File: config.mk
export PLATFORM = sky130hd
export DESIGN_NAME = mem_port_arbiter
export DESIGN_NICKNAME = d
export VERILOG_FILES = /design/src/rtl/mem_arb_pkg.sv /design/src/rtl/rr_pick2.sv /design/src/rtl/mem_port_arbiter.sv
export SDC_FILE = /design/constraint.sdc
export NUM_CORES = 1
export LEC_CHECK = 0
export CAP_MARGIN = 25
export CORE_MARGIN = 3
export CORE_UTILIZATION = 43
export CTS_BUF_LIST = sky130_fd_sc_hd__clkbuf_2
export DETAILED_ROUTE_END_ITERATION = 8
export PLACE_DENSITY_LB_ADDON = 0.15
export SLEW_MARGIN = 10
export SYNTH_ARGS = -nofsm -noshare
export SYNTH_HDL_FRONTEND = slang
export SYNTH_SLANG_ARGS = --single-unit
File: constraint.sdc
create_clock -name CLK -period 5.9 [get_ports CLK]
set_input_delay 0.885 -clock CLK [delete_from_list [all_inputs] [get_ports CLK]]
set_output_delay 0.885 -clock CLK [all_outputs]
set_load 0.01 [all_outputs]
File: src/rtl/mem_arb_pkg.sv
// mem_arb_pkg: shared types and constants for the I/D memory port arbiter.
package mem_arb_pkg;
   typedef enum logic [1:0] {IDLE, SVC_I, SVC_D} state_t;
   localparam int LAT_MAX = 15;
   localparam int WIDX_HI = 14;
   localparam int WIDX_LO = 2;
   function automatic logic [WIDX_HI-WIDX_LO:0] word_idx(input logic [31:0] a);
      return a[WIDX_HI:WIDX_LO];
   endfunction
endpackage

File: src/rtl/rr_pick2.sv
// rr_pick2: two-way round-robin picker; a tie goes to the port not served last.
module rr_pick2 (
   input  logic req_i,
   input  logic req_d,
   input  logic last_d,
   output logic gnt_i,
   output logic gnt_d
);
   assign gnt_d = req_d && (!req_i || !last_d);
   assign gnt_i = req_i && (!req_d || last_d);
endmodule

File: src/rtl/mem_port_arbiter.sv
// mem_port_arbiter: serialises I-fetch and data accesses onto one memory with a fixed service latency.
module mem_port_arbiter
   import mem_arb_pkg::*;
#(
   parameter int LAT = 7,
   parameter int AW  = 32
) (
   input  logic          CLK,
   input  logic          RST,
   input  logic          I_REQ,
   input  logic [AW-1:0] I_ADDR,
   output logic [31:0]   I_RDATA,
   output logic          I_ACK,
   output logic          I_STALL,
   input  logic          D_REQ,
   input  logic          D_WE,
   input  logic [AW-1:0] D_ADDR,
   input  logic [31:0]   D_WDATA,
   output logic [31:0]   D_RDATA,
   output logic          D_ACK,
   output logic          D_STALL,
   output logic [AW-1:0] M_ADDR,
   output logic          M_WE,
   output logic [31:0]   M_WDATA,
   input  logic [31:0]   M_RDATA,
   output logic          BUSY
);
   state_t        r_state, w_next;
   logic [3:0]    r_cnt;
   logic          r_last_d, r_we, r_i_ack, r_d_ack;
   logic [AW-1:0] r_addr;
   logic [31:0]   r_wdata, r_i_rdata, r_d_rdata;
   logic          w_el_i, w_el_d, w_gnt_i, w_gnt_d, w_idle, w_last, w_grant;
   // a port still holding REQ in its own ACK cycle is not eligible again yet
   assign w_el_i  = I_REQ && !r_i_ack;
   assign w_el_d  = D_REQ && !r_d_ack;
   assign w_idle  = r_state == IDLE;
   assign w_last  = !w_idle && r_cnt == 4'd0;
   assign w_grant = w_idle && (w_gnt_i || w_gnt_d);
   rr_pick2 u_pick (
      .req_i  (w_el_i),
      .req_d  (w_el_d),
      .last_d (r_last_d),
      .gnt_i  (w_gnt_i),
      .gnt_d  (w_gnt_d)
   );
   always_ff @(posedge CLK) r_state <= RST ? IDLE : w_next;
   always_comb w_next = w_idle ? (w_gnt_d ? SVC_D : w_gnt_i ? SVC_I : IDLE) : w_last ? IDLE : r_state;
   // RST gates the strobe so a reset landing in the final cycle never commits the write
   always_comb begin
      M_ADDR = w_idle ? '0 : r_addr;
      M_WE   = w_last && r_we && !RST;
   end
   assign M_WDATA = r_wdata;
   assign BUSY    = !w_idle;
   assign I_ACK   = r_i_ack;
   assign D_ACK   = r_d_ack;
   assign I_RDATA = r_i_rdata;
   assign D_RDATA = r_d_rdata;
   assign I_STALL = I_REQ && !r_i_ack;
   assign D_STALL = D_REQ && !r_d_ack;
   always_ff @(posedge CLK) begin
      if (RST) begin
         r_cnt     <= 4'd0;
         r_last_d  <= 1'b0;
         r_we      <= 1'b0;
         r_addr    <= '0;
         r_wdata   <= '0;
         r_i_ack   <= 1'b0;
         r_d_ack   <= 1'b0;
         r_i_rdata <= '0;
         r_d_rdata <= '0;
      end else begin
         r_i_ack <= w_last && r_state == SVC_I;
         r_d_ack <= w_last && r_state == SVC_D;
         if (w_grant) begin
            r_addr   <= w_gnt_d ? D_ADDR : I_ADDR;
            r_we     <= w_gnt_d && D_WE;
            r_last_d <= w_gnt_d;
            r_cnt    <= 4'(LAT - 1);
         end else if (!w_idle && r_cnt != 4'd0) begin
            r_cnt <= r_cnt - 4'd1;
         end
         if (w_grant && w_gnt_d) r_wdata <= D_WDATA;
         if (w_last && r_state == SVC_I) r_i_rdata <= M_RDATA;
         if (w_last && r_state == SVC_D && !r_we) r_d_rdata <= M_RDATA;
      end
   end
endmodule

==> out/qor.yml <==
status:
  outcome: "complete, no violations"
placement:
  preCtsSetupSlack_ns: 2.775
  gp_congestion: 0.8379
  dp_hpwl_um: 12130
  port_buffers: 266
  placed_cell_area_um2: 8099
cts:
  cts_buffers: 17
  post_cts_resized: 0
  path_clk_slew_ns: 0.17
  cts_tree: "done"
  clockRootBuffer: "clkbuf_2"
  clk_path_buf_depth: 2
  cts_sinks: 138
  post-cts-setup-buffers: 0
  clock_latency_ns: 0.67
  holdBufCountCts: 0
  h-tree-depth: 4
routing:
  postRouteWirelength_um: 16900
  routed_via_density: 5.004
  drtIter0Drc: 386
  ant_nets: 0
  vias: 5574
  drc: 0
  wl_per_cell_um: 15.17
  first_pass_iters: 7
synth:
  syn_area_um2: 5358
  synth-edff-count: 0
  synth-seq-cells: 138
  avgSynthCellArea_um2: 7.787
  synth-simple-area-share_pct: 25.22
  syn-num-nets: 822
  synth_cell_type_count: 35
  synth_top_family_by_area: "simple AND/OR/NAND/NOR gates"
  synthArstFlopShare_pct: 0
  synth-xor-area-share_pct: 0.1635
  synthAdderAreaFrac_pct: 0.2335
  synth_compound_area_share_pct: 17.80
  ys_seq_area_share_pct: 51.56
  synth_top_flop_cell: "dfxtp_1"
  synth_mux_area_share_pct: 0.1868
  ys_warn_count: 0
  synth_cells: 688
critical_path:
  crit_path_max_fanout: 37
  critPathRequiredTime_ns: 5.02
  worstSetupPathType: "reg -> out"
  worst-path-buf-inv: 2
  cpPeakStageDelay_ns: 0.64
  cp_slowest_cell: "clkinv_1"
  startpoint_type: "flip-flop"
  crit_family: "buffers and inverters"
  arrival_ns: 2.89
  path_cells: "nor2_4 > clkinv_1 > and2_1 > clkdlybuf4s50_1"
  cp-end-kind: "output port"
power_and_ir_drop:
  p_comb_share_pct: 27.3
  swShare_pct: 29.97
  vdd_ir_drop_max_uv: 167.0
  p_leak_nw: 3.040
  pwr-share-clk_pct: 24.8
  seq_power_share_pct: 47.9
  p_per_area_nw_per_um2: 267.3
  p_sw_mw: 0.6720
  internal_power_mw: 1.570
grt:
  gr-total-overflow: 0
  grt_pass1_vias: 5572
  grt_antenna_before_repair: 0
  grt_pass1_wl_um: 27210
  grt_max_degree: 82
  grtUsageTotal_pct: 24.02
cells_and_area:
  register_area_um2: 2763
  drive_gt1_share_pct: 4.968
  area_growth_pct: 56.59
  final_nets: 1067
  antenna_cells: 0
  multi_input_area_um2: 2352
  final_area_um2: 8389
  fillCellCount: 1035
floorplan:
  die-area_um2: 13830
  core-area_um2: 12110
  ioPinCount: 267
  die_h_um: 117.6
  placementRows: 40
  die_w_um: 117.6
  start_util_pct: 44.24
timing:
  fmax_mhz: 264.7
  tightest_slew_ns: 0.8048
  slew_viol_final: 0
  final-hold-violation-count: 0
  setup_ws_ns: 2.122
  relSlewSlack_pct: 46.35
  period_share_pct: 64.04
  rsz0062_at_grt: "false"
  setup_viol: 0
  setup_tns_ns: 0
  layout_min_cycle_time_ns: 3.778
  clock_skew_ns: 0.02064
worst_hold_path:
  holdCritPathClass: "reg -> reg"
run:
  drv_cap: 0
## placed cells by master, fill, tap and decap left out, drive strengths merged
cell type	Yosys	layout
o211ai	1	1
or3b	1	1
inv	4	4
clkdlybuf4s50	0	265
bufinv	0	3
nor4	1	1
nand3	1	1
a21oi	133	133
xnor2	1	1
nand2b	3	3
o21ai	2	2
a31oi	1	1
or3	1	1
nor4b	1	1
nor2	38	38
nand4b	1	1
buf	18	12
a22oi	1	1
mux2i	1	1
a211oi	32	32
clkinv	1	8
and2	33	33
nor3b	2	2
nand3b	2	2
a221oi	1	1
nor3	5	5
clkbuf	33	22
nand2	231	231
ha	1	1
dfxtp	138	138
## cells by family (layout without fill, tap and decap cells)
family | Yosys count | after routing
buf+inv | 56 | 314
mux | 1 | 1
compound gates | 171 | 171
simple gates | 320 | 320
xor+xnor | 1 | 1
flops | 138 | 138
fa+ha+maj | 1 | 1
## power groups by stage
stage	clock, mW	sequential [mW]	combinational [mW]
after floorplan	0	1.10	0.288
after global placement	0	1.09	0.576
after detailed placement	0	1.09	0.597
after CTS	0.576	1.07	0.601
after global routing	0.612	1.08	0.673
final	0.556	1.07	0.612
## worst register-to-register path: cells and delay by family (launching register included)
| kind | cells | cell delay (ns) |
|---|---|---|
| compound gates | 2 | 0.59 |
| simple gates | 2 | 0.32 |
| buf+inv | 2 | 1.03 |
| flops | 1 | 0.42 |
## sequential cells by signal, indices dropped and copies added (netlist names)
signal and flops:
D_ACK 1, D_RDATA 32, I_ACK 1, I_RDATA 32
M_WDATA 32, r_addr 32, r_cnt 4, r_last_d 1
r_state 2, r_we 1
## per-layer routing
metal	part of all wire [%]	GRT usage, %	vias up
met1	39	26.59	2556
met2	49	40.89	219
met3	8.2	8.361	46
met5	0	0	-
met4	3.9	12.09	0
li1	-	-	2753
## per-stage QoR
stage	power, mW	hold slack [ns]	std cells	utilization, %
floorplan	1.387	0.4701	688	-
global placement	1.664	0.4417	1078	66.52
detailed placement	1.689	0.4465	1080	66.87
CTS	2.249	0.4675	1112	68.81
global route	2.369	0.4905	1114	69.27
finish	2.242	0.4639	1114	69.27
## worst paths after layout
path                            start                        to  slack, ns  depth (start not counted)
min reg2reg  D_RDATA[28]$_SDFFE_PP0P_  D_RDATA[28]$_SDFFE_PP0P_       0.46                          2
max           r_state[1]$_SDFFE_PP0P_                M_ADDR[16]       2.12                          4
min          D_RDATA[28]$_SDFFE_PP0P_  D_RDATA[28]$_SDFFE_PP0P_       0.46                          2
max reg2reg   r_state[1]$_SDFFE_PP0P_   r_addr[17]$_SDFFE_PP0P_       3.47                          6
## synth_stat cells (2+ instances only)
cell / count / share of area, %
nor2_1: 37 / 2.6
a21oi_1: 132 / 12
nand2_1: 231 / 16
inv_1: 4 / 0.28
buf_2: 12 / 1.1
and2_1: 33 / 3.9
buf_6: 3 / 0.63
nand2b_1: 3 / 0.35
dfxtp_1: 138 / 52
a211oi_1: 32 / 4.5
clkbuf_1: 33 / 2.3
nor3_1: 4 / 0.37
buf_4: 3 / 0.42
nand3b_1: 2 / 0.28
## final cells by class
class                   instances  share of cell area (%)
inverters                       5                  0.2237
repair buffers                277                   33.50
well taps                     168                   2.506
flip-flops and latches        138                   32.93
multi-input cells             494                   28.04
clock buffers                  22                   1.312
clock inverters                10                   1.491
Note: power is estimated with default switching activity, not from simulation.
